File: src/rtl/arb_pkg.sv
// -----------------------------------------------------------------------------
// arb_pkg
//   Shared types and helpers for the round-robin lock arbiter.
//   - arb_state_e : controller state (IDLE / LOCK)
//   - onehot2bin  : one-hot to binary index, for vectors up to ARB_MAX_W wide
//   - rotl1       : rotate a vector of the given width left by one position
// Ports: none (package).
// -----------------------------------------------------------------------------
package arb_pkg;

    typedef enum logic {
        IDLE = 1'b0,
        LOCK = 1'b1
    } arb_state_e;

    // Widest vector the helpers accept; callers zero-extend to this width
    // and pass their real width as an argument.
    localparam int unsigned ARB_MAX_W = 64;

    // OR-ing the indices of set bits is exact for one-hot input and
    // yields 0 for an all-zero vector.
    function automatic int unsigned onehot2bin(input logic [ARB_MAX_W-1:0] oh,
                                               input int unsigned          width);
        logic [ARB_MAX_W-1:0] tmp;
        int unsigned          idx;
        tmp = oh;
        idx = 0;
        for (int unsigned i = 0; i < ARB_MAX_W; i++) begin
            if (i < width && tmp[0]) begin
                idx |= i;
            end
            tmp = tmp >> 1;
        end
        return idx;
    endfunction

    // Bit width-1 wraps to bit 0; bits at or above width are cleared.
    function automatic logic [ARB_MAX_W-1:0] rotl1(input logic [ARB_MAX_W-1:0] v,
                                                   input int unsigned          width);
        logic [ARB_MAX_W-1:0] mask;
        mask = (width >= ARB_MAX_W) ? '1 : ((ARB_MAX_W'(1) << width) - ARB_MAX_W'(1));
        return ((v << 1) | (v >> (width - 1))) & mask;
    endfunction

endpackage

File: src/rtl/arbiter_fix_1.sv
// -----------------------------------------------------------------------------
// arbiter_fix_1
//   Combinational fixed-priority arbiter with a movable priority base.
//   The requester at the one-hot base position has highest priority, then
//   priority falls with increasing index, wrapping from REQ_NUM-1 to 0.
// Ports:
//   req  [REQ_NUM]  request vector
//   base [REQ_NUM]  one-hot highest-priority position
//   gnt  [REQ_NUM]  one-hot grant, zero when req is zero
// -----------------------------------------------------------------------------
module arbiter_fix_1 #(
    parameter int REQ_NUM = 4
) (
    input  logic [REQ_NUM-1:0] req,
    input  logic [REQ_NUM-1:0] base,
    output logic [REQ_NUM-1:0] gnt
);

    logic [2*REQ_NUM-1:0] req_dbl;
    logic [2*REQ_NUM-1:0] gnt_dbl;

    // Subtracting base from the doubled request vector clears the first set
    // bit at or above base (borrow chain); masking isolates that bit. Folding
    // the upper half back covers the wrap-around.
    assign req_dbl = {req, req};
    assign gnt_dbl = req_dbl & ~(req_dbl - {{REQ_NUM{1'b0}}, base});
    assign gnt     = gnt_dbl[REQ_NUM-1:0] | gnt_dbl[2*REQ_NUM-1:REQ_NUM];

endmodule

File: src/rtl/arbiter_rr_lock.sv
// -----------------------------------------------------------------------------
// arbiter_rr_lock
//   Round-robin controller around arbiter_fix_1. Grants one source, holds the
//   grant for a multi-beat packet and rotates priority after each release.
//   Release: source drops req, or a beat with last, or MAX_HOLD beats.
// Ports:
//   clk      in   clock, rising edge
//   rst      in   synchronous reset, active-high
//   req      in   per-source level request
//   last     in   final beat of granted packet (used only on xfer)
//   ready    in   downstream accepts a beat
//   gnt      out  registered one-hot grant, zero when idle
//   gnt_id   out  binary index of gnt, zero when idle
//   gnt_vld  out  a grant is held
//   xfer     out  beat fires this cycle
// -----------------------------------------------------------------------------
module arbiter_rr_lock
    import arb_pkg::*;
#(
    parameter  int REQ_NUM  = 4,
    parameter  int MAX_HOLD = 16,
    localparam int IDW      = $clog2(REQ_NUM)
) (
    input  logic               clk,
    input  logic               rst,
    input  logic [REQ_NUM-1:0] req,
    input  logic               last,
    input  logic               ready,
    output logic [REQ_NUM-1:0] gnt,
    output logic [IDW-1:0]     gnt_id,
    output logic               gnt_vld,
    output logic               xfer
);

    localparam int            CW       = (MAX_HOLD == 0) ? 1 : $clog2(MAX_HOLD + 1);
    localparam logic [CW:0]   HOLD_LIM = (CW + 1)'(MAX_HOLD);

    arb_state_e         state, state_nxt;
    logic [REQ_NUM-1:0] base, base_nxt;
    logic [REQ_NUM-1:0] gnt_nxt;
    logic [REQ_NUM-1:0] fix_gnt;
    logic [CW-1:0]      beat_cnt, beat_cnt_nxt;
    logic               owner_req;
    logic               hold_hit;
    logic               release_now;

    arbiter_fix_1 #(.REQ_NUM(REQ_NUM)) u_fix (
        .req  (req),
        .base (base),
        .gnt  (fix_gnt)
    );

    assign gnt_vld = |gnt;
    assign gnt_id  = IDW'(onehot2bin(ARB_MAX_W'(gnt), REQ_NUM));

    // gnt is one-hot or zero, so this is req[gnt_id] gated by gnt_vld.
    assign owner_req = |(req & gnt);
    // Held grant must not produce a beat in the cycle reset is asserted.
    assign xfer      = owner_req & ready & ~rst;

    assign hold_hit  = (MAX_HOLD != 0) && (({1'b0, beat_cnt} + (CW + 1)'(1)) == HOLD_LIM);

    always_comb begin
        // NOTE: every variable gets a default before the case so no path
        // leaves one unassigned, which would infer a latch.
        state_nxt    = state;
        gnt_nxt      = gnt;
        base_nxt     = base;
        beat_cnt_nxt = beat_cnt;
        release_now  = 1'b0;

        unique case (state)
            IDLE: begin
                if (|req) begin
                    gnt_nxt      = fix_gnt;
                    beat_cnt_nxt = '0;
                    state_nxt    = LOCK;
                end
            end
            LOCK: begin
                if (!owner_req) begin
                    release_now = 1'b1;
                end else if (xfer) begin
                    if (last || hold_hit) begin
                        release_now = 1'b1;
                    end else if (beat_cnt != '1) begin
                        // Saturates; only reachable when MAX_HOLD is 0.
                        beat_cnt_nxt = beat_cnt + CW'(1);
                    end
                end

                if (release_now) begin
                    base_nxt     = REQ_NUM'(rotl1(ARB_MAX_W'(gnt), REQ_NUM));
                    gnt_nxt      = '0;
                    beat_cnt_nxt = '0;
                    state_nxt    = IDLE;
                end
            end
            default: ;
        endcase
    end

    always_ff @(posedge clk) begin
        // NOTE: non-blocking assignments so every register samples the
        // pre-edge values, independent of statement order.
        if (rst) begin
            state    <= IDLE;
            gnt      <= '0;
            base     <= REQ_NUM'(1);
            beat_cnt <= '0;
        end else begin
            state    <= state_nxt;
            gnt      <= gnt_nxt;
            base     <= base_nxt;
            beat_cnt <= beat_cnt_nxt;
        end
    end

endmodule
File: config.mk
export PLATFORM = sky130hd
export DESIGN_NAME = arbiter_rr_lock
export DESIGN_NICKNAME = d
export VERILOG_FILES = /design/src/rtl/arb_pkg.sv /design/src/rtl/arbiter_fix_1.sv /design/src/rtl/arbiter_rr_lock.sv
export SDC_FILE = /design/constraint.sdc
export NUM_CORES = 1
export LEC_CHECK = 0
export CORE_ASPECT_RATIO = 0.8
export CORE_MARGIN = 5
export CORE_UTILIZATION = 55
export DETAILED_ROUTE_END_ITERATION = 10
export PLACE_DENSITY = 0.86
export SYNTH_ARGS = -nofsm -noshare
export SYNTH_HDL_FRONTEND = slang
export SYNTH_SLANG_ARGS = --single-unit
File: constraint.sdc
create_clock -name clk -period 3.05 [get_ports clk]
set_input_delay 0.4575 -clock clk [delete_from_list [all_inputs] [get_ports clk]]
set_output_delay 0.4575 -clock clk [all_outputs]
set_load 0.05 [all_outputs]
# After elaboration in Yosys (flattened, before gate mapping)
# Index checks and enable logic that the tools add are counted.
[totals]
regBits = 14
latch_bits = 0
ram_bits = 0
romBits = 0
in_bits = 8
out_inout_bits = 8
wordCells = 51
n_memories = 0
[op_classes]
n_addsub = 3
multipliers = 0
n_div = 0
magnitude_cmp = 0
n_eq_ne = 8
shift = 0
n_mux = 20
n_bitwise = 9
reduce_logical = 7
[op_table]
columns = ["operator", "n"]
rows = [
  ["2-to-1 mux 5 bit", 6],
  ["OR reduction 4 bit", 3],
  ["case mux 5 bit (2 select lines)", 1],
  ["AND 8 bit", 1],
  ["2-to-1 mux 4 bit", 2],
  ["inverter 8 bit", 1],
  ["case mux 4 bit (2 select lines)", 1],
  ["subtractor 8 x 4 -> 8 bit", 1],
  ["2-to-1 mux 1 bit", 7],
  ["adder 5 x 1 -> 6 bit, second input constant", 1],
  ["== test 6 x 5 -> 1 bit, second input constant", 1],
  ["!= test 3 x 1 -> 1 bit, second input constant", 2],
  ["!= test 3 x 2 -> 1 bit, second input constant", 2],
  ["adder 5 x 1 -> 5 bit, second input constant", 1],
  ["!= test 5 bit, second input constant", 1],
  ["AND reduction 5 bit", 1],
  ["AND 4 bit", 1],
  ["2-to-1 mux 2 bit", 2],
  ["OR 4 x 1 -> 4 bit", 1],
  ["OR 4 bit", 1],
  ["AND reduction 2 bit", 2],
  ["AND 1 bit", 2],
  ["!= test 2 x 1 -> 1 bit, second input constant", 1],
  ["!= test 2 bit, second input constant", 1],
  ["other kinds (3)", 4],
]

# Depth between registers and ports, before layout
# Gate-level depths: netlist of run 1.
[depth]
ltp_word = 9
mapped_depth = 9
ltp_nobuf = 9

# Cells and area by module
# Synthesis of run 1 repeated with hierarchy kept, for this count alone.
[unflattened]
cells_unflattened = 100
hier_area_um2 = 919.6
[by_module_without_submodules]
columns = ["module", "instances", "cells_per_inst", "area_per_inst_um2", "seq_area_each_um2"]
rows = [
  ["arbiter_rr_lock", 1, 76, 733.2, 280.3],
  ["arbiter_fix_1", 1, 24, 186.4, 0.0],
]

# Worst setup path before layout of run 1
# Ideal clock, no wire load.
[synth_path]
kind = "register to register"
start = "register gnt[2]"
end = "register beat_cnt[3]"
setup_ns = 0.059
arrival_ns = 2.459
t_required_ns = 2.991
path_slack_ns = 0.532
path_stages_with_launch = 7
n_path_buf = 0
synth_period_minus_slack_ns = 2.518
cell_sequence = "dfxtp_1 a22oi_1 a21oi_1 nand3_1 nor4_2 o21ai_0 nand2_1"
[synth_via]
elab_chain_len = 9
elab_cells_between_ends = 14
cone_classes = "eq/ne (4); mux (5); bitwise (3); reduce/logical (2)"
[synth_rtl]
columns = ["element", "line_no", "rtl"]
rows = [
  ["start: declaration", "arbiter_rr_lock.sv:29", "output logic [REQ_NUM-1:0] gnt,"],
  ["start signal: assignment", "arbiter_rr_lock.sv:113", "gnt <= gnt_nxt;"],
  ["AND 4 bit *", "arbiter_rr_lock.sv:57", "assign owner_req = |(req & gnt);"],
  ["OR reduction 4 bit *", "arbiter_rr_lock.sv:57", ""],
  ["AND 1 bit * (2 in a row)", "arbiter_rr_lock.sv:59", "assign xfer = owner_req & ready & ~rst;"],
  ["net xfer", "arbiter_rr_lock.sv:32", "output logic xfer"],
  ["2-to-1 mux 1 bit", "arbiter_rr_lock.sv:83", "end else if (xfer) begin"],
  ["2-to-1 mux 1 bit", "arbiter_rr_lock.sv:81", "if (!owner_req) begin"],
  ["2-to-1 mux 1 bit", "arbiter_rr_lock.sv:72", "unique case (state)"],
  ["!= test 3 x 1 -> 1 bit (no source line) (tied with other cells)", "n/a", ""],
  ["AND reduction 5 bit (no source line) / case mux 5 bit (2 select lines) (equally long branches)", "n/a", ""],
  ["end signal: assignment", "arbiter_rr_lock.sv:115", "beat_cnt <= beat_cnt_nxt;"],
  ["end: declaration", "arbiter_rr_lock.sv:42", "logic [CW-1:0] beat_cnt, beat_cnt_nxt;"],
]
# The timed path passes the listed nets; every way through them passes the cells marked *. The select of a mux whose other input is x is not followed.
# A chain may end at the register's enable or synchronous reset.

# Worst setup path in the final report of run 1
[layout_path]
start = "register gnt[1]"
end = "output gnt_vld"
[layout_via]
elab_chain_len = 1
[layout_rtl]
columns = ["element", "line_no", "rtl"]
rows = [
  ["OR reduction 4 bit", "arbiter_rr_lock.sv:53", "assign gnt_vld = |gnt;"],
  ["end: declaration", "arbiter_rr_lock.sv:31", "output logic gnt_vld,"],
]
# Every way passes these cells.

==> flow_results.xml, run 1 <==
<?xml version="1.0" encoding="UTF-8"?>
<metrics>
  <group name="yosys">
    <metric name="yosys-top-cells-count" unit="">dfxtp_1, nor2_1, a21oi_1, inv_1</metric>
    <metric name="synth_top_area_share" unit="">0.2975</metric>
    <metric name="synth_top_area_cell" unit="">dfxtp_1</metric>
    <metric name="syn_area" unit="um^2">942.2</metric>
    <metric name="synth_most_common_cell" unit="">dfxtp_1</metric>
    <metric name="synth.top_cells.by_area" unit="">dfxtp_1, ha_1, mux2i_1</metric>
    <metric name="primary_flip_flop_cell_chosen_by_synthesis_mapping" unit="">dfxtp_1</metric>
    <metric name="synth_nets" unit="">118</metric>
    <metric name="netlist_instances" unit="">104</metric>
    <metric name="synth_cell_type_count" unit="">46</metric>
    <metric name="async_flop_share" unit="">0</metric>
    <metric name="yosys_warnings" unit="">0</metric>
    <metric name="ys_seq_area_frac" unit="">0.2975</metric>
    <metric name="synth_edf_count" unit="">0</metric>
    <metric name="synth-seq-cells" unit="">14</metric>
    <metric name="post_synth.cell_area_avg" unit="um^2">9.059</metric>
  </group>
  <group name="flow_run">
    <metric name="max-cap-violations" unit="">0</metric>
  </group>
  <group name="setup_path">
    <metric name="critical_path.cell_chain" unit="">or2_2 -&gt; or3_1 -&gt; clkdlybuf4s50_1</metric>
    <metric name="ff2ff_path_depth" unit="">9</metric>
    <metric name="critical_path.reg2reg.endpoint" unit="">gnt[2]</metric>
    <metric name="critical-path-slowest-cell" unit="">clkdlybuf4s50_1</metric>
    <metric name="worstSetupEndpointType" unit="">primary output</metric>
    <metric name="critical_path_required" unit="ns">2.59</metric>
    <metric name="critical_path.startpoint_type" unit="">flip-flop</metric>
    <metric name="worstPathBufferInverterCount" unit="">1</metric>
    <metric name="slowest_delay" unit="ns">0.70</metric>
    <metric name="ff2ff_setup_slack" unit="ns">0.81</metric>
    <metric name="timing.critical_path.arrival" unit="ns">1.99</metric>
    <metric name="type_of_the_worst_setup_path" unit="">reg -&gt; out</metric>
    <metric name="crit_family" unit="">buffers and inverters</metric>
    <metric name="timing.rr.start" unit="">beat_cnt[0]</metric>
    <metric name="crit_path_max_fanout" unit="">5</metric>
  </group>
  <group name="place">
    <metric name="io_buffer_count" unit="">15</metric>
    <metric name="detailedPlacementHpwl" unit="um">1628</metric>
    <metric name="placed_area" unit="um^2">1116</metric>
    <metric name="finalWeightedCongestion" unit="">0.8439</metric>
  </group>
  <group name="min_path">
    <metric name="hp-start" unit="">base[3]</metric>
    <metric name="whs_endpoint" unit="">base[3]</metric>
    <metric name="min-delay-path-class" unit="">reg -&gt; reg</metric>
    <metric name="min_path_cells" unit="">2</metric>
  </group>
  <group name="cts">
    <metric name="cts_tree" unit="">done</metric>
    <metric name="post-cts-setup-buffer-count" unit="">0</metric>
    <metric name="cts-buffers-inserted" unit="">3</metric>
    <metric name="clock_sink_count" unit="">14</metric>
    <metric name="cts_root_buffer" unit="">clkbuf_4</metric>
    <metric name="postCtsResizedCells" unit="">0</metric>
    <metric name="clk-insertion-delay-late" unit="ns">0.28</metric>
    <metric name="clk_transition_reported_paths" unit="ns">0.08</metric>
    <metric name="cts.path.max_buffers" unit="">2</metric>
    <metric name="postCtsHoldBufs" unit="">0</metric>
    <metric name="cts-htree-levels" unit="">1</metric>
  </group>
  <group name="routing">
    <metric name="firstDrtPassIters" unit="">4</metric>
    <metric name="routed_wire_length_per_instance" unit="um">14.55</metric>
    <metric name="drc_violation_count_after_routing" unit="">0</metric>
    <metric name="postRouteAntennaNets" unit="">0</metric>
    <metric name="average_vias_per_placed_instance" unit="">5.832</metric>
    <metric name="number_of_vias_in_the_routed_layout" unit="">834</metric>
    <metric name="first_iter_violations" unit="">39</metric>
    <metric name="wirelength" unit="um">2080</metric>
  </group>
  <group name="timing">
    <metric name="slew_viol_final" unit="">0</metric>
    <metric name="fmaxAchievable" unit="MHz">408.6</metric>
    <metric name="rel_slew_slack" unit="">0.6630</metric>
    <metric name="totalNegativeSetupSlack" unit="ns">0</metric>
    <metric name="transition_at_the_pin_with_the_smallest_max_transition_slack" unit="ns">0.5039</metric>
    <metric name="grt_setup_unrepaired" unit="">false</metric>
    <metric name="finalSetupViolations" unit="">0</metric>
    <metric name="layout_min_cycle_time" unit="ns">2.448</metric>
    <metric name="report.final.hold_viol_count" unit="">0</metric>
    <metric name="clock_skew" unit="ns">0.006960</metric>
    <metric name="period_share" unit="">0.8025</metric>
  </group>
  <group name="grt">
    <metric name="vias_in_the_first_global_route" unit="">805</metric>
    <metric name="wire_length_of_the_first_global_routing_pass" unit="um">3622</metric>
    <metric name="grt_antenna_before_repair" unit="">0</metric>
    <metric name="gr-usage-all-layers" unit="">0.1830</metric>
    <metric name="pin_count_of_the_biggest_net_entering_global_routing" unit="">16</metric>
    <metric name="grt_remaining_overflow" unit="">0</metric>
  </group>
  <group name="final_layout">
    <metric name="area_delta_synth_final" unit="%">20.85</metric>
    <metric name="multiInputGateArea" unit="um^2">630.6</metric>
    <metric name="fill_cells" unit="">129</metric>
    <metric name="finish.net_count" unit="">137</metric>
    <metric name="drive_gt1_frac" unit="">0.1570</metric>
    <metric name="ff_latch_area" unit="um^2">280.3</metric>
    <metric name="finish.instance_area" unit="um^2">1139</metric>
    <metric name="antenna-diode-count" unit="">0</metric>
  </group>
  <group name="floorplanning">
    <metric name="design.die.area" unit="um^2">2646</metric>
    <metric name="rows" unit="">13</metric>
    <metric name="die_w" unit="um">56.28</metric>
    <metric name="core" unit="um^2">1627</metric>
    <metric name="vertical_die_dimension" unit="um">47.02</metric>
    <metric name="io_pins" unit="">16</metric>
    <metric name="initial_utilization" unit="">0.5792</metric>
  </group>
  <group name="power_and_ir_drop">
    <metric name="total_power" unit="uW">464.2</metric>
    <metric name="power.leakage" unit="uW">0.0004455</metric>
    <metric name="ir_drop" unit="uV">372.9</metric>
    <metric name="power_per_cell_area" unit="nW/um^2">407.7</metric>
  </group>
  <group name="run_status">
    <metric name="run_status" unit="">complete, no violations</metric>
  </group>
</metrics>
registers in the layout (all words and copies together) (netlist names):
| signal | flops |
|---|---|
| state | 1 |
| beat_cnt | 5 |
| base | 4 |
| gnt | 4 |
power by group:
part           switching (uW)  internal, uW
clock                    57.5          45.7
sequential               11.3           192
combinational            94.5          63.6
total                     163           301
final cells by class:
cell class | count | share of cell area
multi-input cells | 82 | 0.5538
flip-flops and latches | 14 | 0.2462
repair buffers | 16 | 0.1363
well taps | 22 | 0.02418
clock buffers | 3 | 0.01978
inverters | 6 | 0.01978
through the flow:
step,setup slack (ns),util,std cells,hold slack (ns)
after floorplan,0.5316,-,104,0.4604
after global placement,0.7151,0.6862,140,0.4832
after detailed placement,0.6654,0.6862,140,0.5023
after CTS,0.5855,0.7000,143,0.5215
after global routing,0.5312,0.7000,143,0.5517
final,0.6024,0.7000,143,0.5230
cell families after synthesis:
group                    after synthesis  share of synthesized area
AO/OA/AOI/OAI                         30                     0.2484
XOR/XNOR                               2                    0.01860
adder cells (fa/ha/maj)                6                    0.08765
buffers and inverters                  8                    0.03319
flip-flops                            14                     0.2975
multiplexers                           5                    0.05843
AND/OR/NAND/NOR                       39                     0.2563
how the worst max path moves through the flow:
stage                     startpoint     endpoint  slack [ns]  depth (start not counted)
after global routing          gnt[1]      gnt_vld        0.53                          3
after floorplan               gnt[2]  beat_cnt[3]        0.53                          6
after detailed placement      req[1]      base[0]        0.67                          6
after CTS                     gnt[1]      gnt_vld        0.59                          3
after global placement        req[1]      base[0]        0.72                          6
final                         gnt[1]      gnt_vld        0.60                          3
tightest hold or removal path, cell delays in order (launching register included):
cell and delay [ns]:
dfxtp_1 0.34, mux2i_1 0.07, nor2_1 0.08
metal layers:
layer	wire length (um)	global-route usage
met1	1080	0.2471
met2	869	0.2797
met3	106	0.03846
met4	24	0.09953
met5	0	0
cell usage in the layout (no fill, tap or decap), types with 2 or more instances in the layout:
| cell | instances |
|---|---|
| a211o_1 | 3 |
| a21o_1 | 2 |
| a21oi_1 | 6 |
| a22oi_1 | 3 |
| buf_4 | 2 |
| clkbuf_4 | 3 |
| clkdlybuf4s50_1 | 14 |
| dfxtp_1 | 14 |
| ha_1 | 5 |
| inv_1 | 6 |
| mux2i_1 | 4 |
| nand2_1 | 5 |
| nand2b_1 | 3 |
| nand3_1 | 2 |
| nor2_1 | 10 |
| nor2b_1 | 2 |
| o21ai_0 | 3 |
| o21ai_1 | 2 |
| o21ai_2 | 2 |
| or2_2 | 2 |
| xor2_1 | 2 |
(Power assumes the default switching activity.)
==> run 2: changes to the inputs <==
CORE_UTILIZATION = 46   (was 55)
PLACE_DENSITY = 0.78   (was 0.86)
clock period = 2.15 ns   (was 3.05 ns; I/O delays follow)
==> flow_results.xml, run 2 (synthesis gave the netlist of run 1 again) <==
<?xml version="1.0" encoding="UTF-8"?>
<metrics>
  <group name="routing">
    <metric name="firstDrtPassIters" unit="">4</metric>
    <metric name="routed_wire_length_per_instance" unit="um">14.49</metric>
    <metric name="postRouteAntennaNets" unit="">0</metric>
    <metric name="number_of_vias_in_the_routed_layout" unit="">865</metric>
    <metric name="average_vias_per_placed_instance" unit="">5.581</metric>
    <metric name="drc_violation_count_after_routing" unit="">0</metric>
    <metric name="first_iter_violations" unit="">41</metric>
    <metric name="wirelength" unit="um">2246</metric>
  </group>
  <group name="setup_path">
    <metric name="critical_path.startpoint_type" unit="">flip-flop</metric>
    <metric name="type_of_the_worst_setup_path" unit="">reg -&gt; reg</metric>
    <metric name="crit_path_max_fanout" unit="">6</metric>
    <metric name="worstSetupEndpointType" unit="">flip-flop</metric>
    <metric name="timing.critical_path.arrival" unit="ns">2.22</metric>
    <metric name="critical_path_required" unit="ns">2.32</metric>
  </group>
  <group name="cts">
    <metric name="cts-htree-levels" unit="">1</metric>
    <metric name="cts.path.max_buffers" unit="">2</metric>
    <metric name="postCtsResizedCells" unit="">0</metric>
    <metric name="clock_sink_count" unit="">14</metric>
    <metric name="clk_transition_reported_paths" unit="ns">0.09</metric>
    <metric name="postCtsHoldBufs" unit="">0</metric>
    <metric name="clk-insertion-delay-late" unit="ns">0.29</metric>
    <metric name="cts_tree" unit="">done</metric>
    <metric name="post-cts-setup-buffer-count" unit="">0</metric>
    <metric name="cts-buffers-inserted" unit="">3</metric>
    <metric name="cts_root_buffer" unit="">clkbuf_4</metric>
  </group>
  <group name="run_status">
    <metric name="run_status" unit="">complete, no violations</metric>
  </group>
  <group name="timing">
    <metric name="finalSetupViolations" unit="">0</metric>
    <metric name="slew_viol_final" unit="">0</metric>
    <metric name="rel_slew_slack" unit="">0.6625</metric>
    <metric name="fmaxAchievable" unit="MHz">488.9</metric>
    <metric name="period_share" unit="">0.9514</metric>
    <metric name="layout_min_cycle_time" unit="ns">2.045</metric>
    <metric name="totalNegativeSetupSlack" unit="ns">0</metric>
    <metric name="report.final.hold_viol_count" unit="">0</metric>
    <metric name="transition_at_the_pin_with_the_smallest_max_transition_slack" unit="ns">0.5047</metric>
    <metric name="clock_skew" unit="ns">0.01320</metric>
    <metric name="grt_setup_unrepaired" unit="">false</metric>
  </group>
  <group name="grt">
    <metric name="grt_remaining_overflow" unit="">0</metric>
    <metric name="vias_in_the_first_global_route" unit="">800</metric>
    <metric name="pin_count_of_the_biggest_net_entering_global_routing" unit="">17</metric>
    <metric name="grt-busiest-layer" unit="">met1</metric>
    <metric name="met2_usage" unit="">0.2082</metric>
    <metric name="wire_length_of_the_first_global_routing_pass" unit="um">3719</metric>
    <metric name="gr-usage-all-layers" unit="">0.1649</metric>
    <metric name="grt_use_met1" unit="">0.2404</metric>
    <metric name="grt_antenna_before_repair" unit="">0</metric>
    <metric name="met3_usage" unit="">0.06410</metric>
  </group>
  <group name="final_layout">
    <metric name="drive_gt1_frac" unit="">0.2672</metric>
    <metric name="largest_register_ff_count" unit="">5</metric>
    <metric name="registers.top_by_ff_count" unit="">beat_cnt</metric>
    <metric name="multiInputGateArea" unit="um^2">664.4</metric>
    <metric name="commonest_cells_after_routing_fill_and_taps_aside" unit="">dfxtp_1, clkdlybuf4s50_1, buf_4</metric>
    <metric name="reg.largest.list" unit="">beat_cnt: 5 flops, base: 4 flops, gnt: 4 flops</metric>
    <metric name="ff_latch_area" unit="um^2">281.5</metric>
    <metric name="area_delta_synth_final" unit="%">34.53</metric>
    <metric name="antenna-diode-count" unit="">0</metric>
    <metric name="finish.net_count" unit="">146</metric>
    <metric name="fill_cells" unit="">156</metric>
  </group>
  <group name="power_and_ir_drop">
    <metric name="power_per_cell_area" unit="nW/um^2">567.6</metric>
    <metric name="ir_drop" unit="uV">447.2</metric>
    <metric name="power.leakage" unit="uW">0.0004956</metric>
    <metric name="total_power" unit="uW">719.4</metric>
  </group>
  <group name="flow_run">
    <metric name="max-cap-violations" unit="">0</metric>
  </group>
  <group name="floorplanning">
    <metric name="core" unit="um^2">1909</metric>
    <metric name="rows" unit="">14</metric>
    <metric name="design.die.area" unit="um^2">3059</metric>
    <metric name="die_w" unit="um">60.60</metric>
    <metric name="io_pins" unit="">16</metric>
    <metric name="initial_utilization" unit="">0.4934</metric>
    <metric name="vertical_die_dimension" unit="um">50.48</metric>
  </group>
  <group name="place">
    <metric name="detailedPlacementHpwl" unit="um">1742</metric>
    <metric name="finalWeightedCongestion" unit="">0.8547</metric>
    <metric name="io_buffer_count" unit="">15</metric>
  </group>
  <group name="min_path">
    <metric name="min-delay-path-class" unit="">reg -&gt; reg</metric>
  </group>
</metrics>
run 2: changes by cell type in the layout (fill, tap and decap cells not counted), sizes merged:
| cell | change |
|---|---|
| clkdlybuf4s50 | -1 |
| clkbuf | +1 |
| buf | +10 |
run 2: area by class of cell:
type                            instances  area share
Timing Repair Buffer                   25      0.1836
Clock buffer                            4     0.02863
Sequential cell                        14      0.2221
Multi-Input combinational cell         82      0.5242
Tap cell                               24     0.02369
Inverter                                6     0.01777
run 2: final timing paths:
path	startpoint	endpoint	slack (ns)	cells past startpoint
hold / removal	base[3]	base[3]	0.50	2
hold reg to reg	base[3]	base[3]	0.50	2
setup reg to reg	beat_cnt[0]	base[0]	0.10	9
setup / recovery	beat_cnt[0]	base[0]	0.10	9
run 2: layer usage:
metal / vias up / wire (um)
met3: 5 / 198
met2: 33 / 868
li1: 437 / -
met1: 390 / 1131
met4: 0 / 46
met5: - / 0
run 2: metrics by stage:
stage	hold slack [ns]	setup slack [ns]	instance area (um^2)	util	instances
after floorplan	0.4604	0.1045	953.4	-	104
after detailed placement	0.4892	0.02533	1207	0.6324	151
after global placement	0.4838	0.02412	1207	0.6324	151
after CTS	0.5110	0.02863	1244	0.6514	155
final	0.5020	0.1045	1267	0.6638	155
after global routing	0.5401	0.003560	1267	0.6638	155
run 2: critical path, cell delays in order, from the launching register on:
cell and delay, ns:
dfxtp_1 0.32, ha_1 0.21, and3_4 0.19, ha_4 0.21
nand3_2 0.09, buf_4 0.14, nor2_8 0.04, o311ai_4 0.40
nor2_1 0.07, a211o_1 0.27
run 2: report_power, final:
part           switching, uW  total (uW)  leakage, uW  internal, uW
Clock                   88.3         192    0.0000210           103
Sequential              17.4         289     0.000114           272
Combinational            139         239     0.000360          99.4
Total                    245         719     0.000496           474
==> patch 1 (flow settings as in run 1) <==
`REQ_NUM` is set to 4 in 2 places; all go to 8.
--- a/src/rtl/arbiter_fix_1.sv
+++ b/src/rtl/arbiter_fix_1.sv
@@ -9,7 +9,7 @@
 //   gnt  [REQ_NUM]  one-hot grant, zero when req is zero
 // -----------------------------------------------------------------------------
 module arbiter_fix_1 #(
-    parameter int REQ_NUM = 4
+    parameter int REQ_NUM = 8
 ) (
     input  logic [REQ_NUM-1:0] req,
     input  logic [REQ_NUM-1:0] base,
--- a/src/rtl/arbiter_rr_lock.sv
+++ b/src/rtl/arbiter_rr_lock.sv
@@ -17,7 +17,7 @@
 module arbiter_rr_lock
     import arb_pkg::*;
 #(
-    parameter  int REQ_NUM  = 4,
+    parameter  int REQ_NUM  = 8,
     parameter  int MAX_HOLD = 16,
     localparam int IDW      = $clog2(REQ_NUM)
 ) (
Interface: changed (resized gnt, gnt_id and req); port bits go from 16 to 25. The function was not compared with the original's and may differ.
==> patch 1 against run 1 <==
Global-route usage rose by 4.6 points. Power rose by 68%. Combinational power rose by 100%. Sequential cell count rose by 8. Routed wire length rose by 94%. First-iteration DRC count rose to 3.6 times the old value. Setup slack got worse by 0.22 ns. Cell area rose by 60%. Synthesized area rose by 58%. Highest routed layer unchanged.
==> patch 1: results (changes against run 1) <==
- Status: finished clean (unchanged)
- Via density per instance: 6.18 (was 5.83)
- Ys flop type: dfxtp_1 (unchanged)
- CP Data Arrival Time: 2.92 ns (was 1.99 ns)
- Worst VDD drop: 0.318 mV (was 0.373 mV)
- First-pass GRT wire length: 6.78 mm (was 3.62 mm)
- Layout cells sized above 1: 0.100 (was 0.157)
- Clock Pin Slew Worst Setup and Hold Paths: 0.12 ns (was 0.08 ns)
- Post-CTS Resized: 0 (unchanged)
- Largest net degree at the start of global routing: 12 (was 16)
- WL final: 4.04 mm (was 2.08 mm)
- Largest cells by area after synthesis: dfxtp_1 (30%), ha_1 (7.6%), mux2i_1 (6.1%), nor2_1 (4.3%), nor4_4 (2.9%) (was dfxtp_1 (30%), ha_1 (6.6%), mux2i_1 (4.2%), nor2_1 (4.0%), a21oi_1 (3.2%))
- Hold Vio Cnt, Final: 0 (unchanged)
- Maximum buffer depth of the clock tree: 2 (unchanged)
- Hold Path Origin: base[7] (was base[3])
- Post-Synth XOR/XNOR Area: 0.0118 (was 0.0186)
- GR Util All Layers: 0.229 (was 0.183)
- Post-synthesis mux area share: 0.0682 (was 0.0584)
- Slowest CP cell: a2111oi_4 (was clkdlybuf4s50_1)
- P_int: 476 uW (was 301 uW)
- Port Buffers: 24 (was 15)
- 1st-iter DRT viols: 142 (was 39)
- Post-DP HPWL: 3.29 mm (was 1.63 mm)
- Synth Area in Adders: 0.0892 (was 0.0876)
- Total Nets Final: 224 (was 137)
- Initial antenna violation count: 0 (unchanged)
- Leading registers by flop count: base (8), gnt (8), beat_cnt (5) (was beat_cnt (5), base (4), gnt (4))
- Vias in the first global route: 1440 (was 805)
- # Post-CTS Setup Buffers: 0 (unchanged)
- Critical path peak fanout: 5 (unchanged)
- Compound-gate portion of the synthesized area: 0.241 (was 0.248)
- Asr flop ratio synth: 0 (unchanged)
- Yosys cell types: 51 (was 46)
- RePlAce Congestion: 0.900 (was 0.844)
- Top delay family on crit path: compound AO/OA/AOI/OAI gates (was buffers and inverters)
- H-tree depth: 1 (unchanged)
- Share of the yosys chip area belonging to registers: 0.296 (was 0.297)
- Clock Tree Root: clkbuf_4 (unchanged)
- CP max stage delay: 0.46 ns (was 0.70 ns)
- Yosys warns: 0 (unchanged)
- Leak pwr: 0.000750 uW (was 0.000445 uW)
- Most frequent cells after synthesis: dfxtp_1 (22), nor2_1 (17), inv_1 (11) (was dfxtp_1 (14), nor2_1 (10), a21oi_1 (6), inv_1 (6))
- Final Skew: 0.00994 ns (was 0.00696 ns)
- CP Launch Point: beat_cnt[0] (was gnt[1])
- Drt pass-1 iters: 5 (was 4)
- Post-Syn Nets: 191 (was 118)
- Worst-Skew Late Latency: 0.31 ns (was 0.28 ns)
- Hold Path Class: register to register (unchanged)
- Diode count: 0 (unchanged)
- Worst-Margin Slew: 0.514 ns (was 0.504 ns)
- CTS buffer count: 3 (unchanged)
-- patch 1: cells by family after synthesis --
group / Yosys count
buf+inv: 14
xor+xnor: 2
mux: 10
compound gates: 46
simple gates: 65
fa+ha+maj: 10
flops: 22
-- patch 1: layout make-up --
| type | instances | area [um^2] |
|---|---|---|
| timing repair buffer | 30 | 283 |
| multi-input combinational | 133 | 990 |
| fill | 213 | 697 |
| sequential | 22 | 440 |
| tap | 36 | 45.0 |
| inverter | 12 | 45.0 |
| clock buffer | 3 | 22.5 |
-- patch 1: worst paths after layout --
kind                            cells after the start      end  slack [ns]
worst min-delay path                                2  base[7]        0.52
worst max-delay path                                8   gnt[2]        0.39
worst max register to register                      8   gnt[2]        0.39
worst min register to register                      2  base[7]        0.52
-- patch 1: routing by layer --
layer	vias up	routed length, um	GRT usage
li1	703	-	-
met1	680	1750	0.325
met2	70	1820	0.346
met3	6	399	0.0579
met4	0	65	0.0453
met5	-	0	0
-- patch 1: power by group through the flow --
stage                     Combinational (uW)  Clock (uW)  Sequential, uW
after CTS                                320         130             326
after floorplan                          189           0             354
after global routing                     343         145             331
after global placement                   311           0             333
after detailed placement                 319           0             333
final                                    321         131             327
-- patch 1: metrics by stage --
stage / power [uW] / setup WS (ns) / util / cells / cell area [um^2]
floorplan: 543 / 0.633 / - / 169 / 1490
global placement: 644 / 0.334 / 0.715 / 233 / 1800
detailed placement: 652 / 0.297 / 0.715 / 233 / 1800
CTS: 777 / 0.401 / 0.724 / 236 / 1830
global route: 818 / 0.254 / 0.724 / 236 / 1830
finish: 779 / 0.385 / 0.724 / 236 / 1830
-- patch 1: tightest hold or removal path, cell delays in order, from the launching register on --
cell     delay [ns]
dfxtp_1        0.35
mux2i_1        0.07
nor2_1         0.07
==> patch 2 (flow settings as in run 1) <==
Without the edit above. Reset style: asynchronous (`rst`), changed in one clocked block. Comments in the files are not updated.
--- a/src/rtl/arbiter_rr_lock.sv
+++ b/src/rtl/arbiter_rr_lock.sv
@@ -100,7 +100,7 @@
         endcase
     end
 
-    always_ff @(posedge clk) begin
+    always_ff @(posedge clk or posedge rst) begin
         // NOTE: non-blocking assignments so every register samples the
         // pre-edge values, independent of statement order.
         if (rst) begin
Check against the original RTL: differs if rst is asserted again (counterexample within 4 cycles, from zero or initial values and one cycle with rst high); with rst held inactive, the same outputs for 10 cycles.
==> patch 2 against run 1 <==
Routed wire length is 1.7% higher. Sequential cell count stayed put. Setup slack worse by 0.090 ns. Die area up 0.11%. Critical path depth is the same. Cell count down 9.8%. Maximum frequency fell by 3.5%. Cell area grew 3.2%. Synthesized cell count fell by 16%. Global-route usage decreased by 0.15 points. First-iteration DRC count shrank 31%. Synthesized area up 0.13%.
Power is not compared: it rests on default switching activity, and its combinational part moved more than twofold at a synthesized area within 25%.
==> patch 2: results (changes against run 1) <==
- Via density per instance: 5.84 (was 5.83)
- Share of the yosys chip area belonging to registers: 0.373 (was 0.297)
- Diode count: 0 (unchanged)
- Hold Path Class: primary input to async pin (was register to register)
- Worst-Skew Late Latency: 0.28 ns (about the same)
- RePlAce Congestion: 0.874 (was 0.844)
- Post-Syn Nets: 101 (was 118)
- Final Skew: 0.00578 ns (was 0.00696 ns)
- Yosys cell types: 42 (was 46)
- Leading registers by flop count: beat_cnt (5), base (4), gnt (4) (unchanged)
- Asr flop ratio synth: 1.00 (was 0)
- Max-slew headroom: 0.666 (was 0.663)
- Fill count: 120 (was 129)
- Worst VDD drop: approximately 0.78 mV
- GR Util All Layers: 0.181 (was 0.183)
- TritonCTS clock tree: done (unchanged)
- WL final: 2.12 mm (was 2.08 mm)
- Critical path peak fanout: 6 (was 5)
- Port Buffers: 15 (unchanged)
- Layout cells sized above 1: 0.234 (was 0.157)
- Yosys warns: 0 (unchanged)
- Largest cells by area after synthesis: dfrtp_1 (34%), ha_1 (6.6%), inv_1 (3.6%), mux2_4 (3.2%), a221oi_4 (2.8%) (was dfxtp_1 (30%), ha_1 (6.6%), mux2i_1 (4.2%), nor2_1 (4.0%), a21oi_1 (3.2%))
- First-pass GRT wire length: 3.51 mm (was 3.62 mm)
- Largest net degree at the start of global routing: 15 (was 16)
- Most frequent cells after synthesis: dfrtp_1 (13), inv_1 (9), ha_1 (5), o21ai_0 (5), a21oi_1 (4) (was dfxtp_1 (14), nor2_1 (10), a21oi_1 (6), inv_1 (6))
- Total Nets Final: 122 (was 137)
- Worst reg-to-reg setup slack: 0.90 ns (was 0.81 ns)
- Vias in the first global route: 750 (was 805)
- Post-DP HPWL: 1.63 mm (about the same)
- 1st-iter DRT viols: 27 (was 39)
- CTS buffer count: 3 (unchanged)
- Status: finished clean (unchanged)
- CP Data Arrival Time: 2.08 ns (was 1.99 ns)
## patch 2: cell count changes in the layout (fill, tap and decap cells not counted), sizes merged, moves of 3 or more
cell / run 1 / this run
dfxtp: 14 / 0
dfrtp: 0 / 13
nor2: 12 / 3
a22o: 0 / 4
a22oi: 4 / 0
a211o: 3 / 0
inv: 6 / 9
nand2: 6 / 3
## patch 2: logic make-up after synthesis
| group | count (synthesis) | share of synthesized area |
|---|---|---|
| AOI/OAI and AO/OA | 28 | 0.252 |
| xor gates and xnor gates | 3 | 0.0279 |
| adders and majority gates | 6 | 0.0875 |
| buffers and inverters | 9 | 0.0358 |
| DFF | 14 | 0.373 |
| muxes | 5 | 0.0650 |
| and+or+nand+nor | 22 | 0.159 |
## patch 2: cell type report
type / count / area (um^2) / share of cell area
repair buffers: 16 / 168 / 0.143
clock buffers: 4 / 36.3 / 0.0309
multi-input cells: 64 / 558 / 0.475
inverters: 9 / 33.8 / 0.0288
well taps: 22 / 27.5 / 0.0234
flip-flops and latches: 14 / 352 / 0.299
## patch 2: stage by stage
stage          worst slack (ns)  total power (uW)  cell area (um^2)  instances  hold WS [ns]
5_1_grt                   0.450              1220              1170        129         0.553
4_1_cts                   0.493              1160              1170        129         0.517
3_3_place_gp              0.750               995              1140        125         0.492
6_report                  0.512              1160              1170        129         0.518
2_1_floorplan             0.867               806               943         87         0.354
3_5_place_dp              0.703              1020              1140        125         0.502
## patch 2: where the power goes
part           switching, uW  leakage (uW)  internal (uW)
clock network           60.5     0.0000210           72.6
registers               55.9      0.000186            237
logic                    435      0.000305            295
## patch 2: path summary, 6_finish.rpt
| path | depth (start not counted) | end | from |
|---|---|---|---|
| min in group clk | 1 | base[3] | base[3] |
| max reg2reg | 7 | base[3] | beat_cnt[0] |
| max | 3 | gnt_vld | gnt[3] |
| min reg2reg | 1 | base[3] | base[3] |
| min | 3 | beat_cnt[4] | rst |
| max in group asynchronous | 3 | base[0] | rst |
## patch 2: worst max-delay path, stage by stage (launching register included)
cell and delay, ns:
dfrtp_1 0.45, or2_2 0.33, or3_1 0.31, clkdlybuf4s50_1 0.71
## patch 2: metal layers
| layer | part of all wire | wire length (um) | track usage |
|---|---|---|---|
| met1 | 0.48 | 1020 | 0.236 |
| met2 | 0.44 | 923 | 0.296 |
| met3 | 0.076 | 160 | 0.0632 |
| met4 | 0.0057 | 12 | 0.0474 |
| met5 | 0 | 0 | 0 |
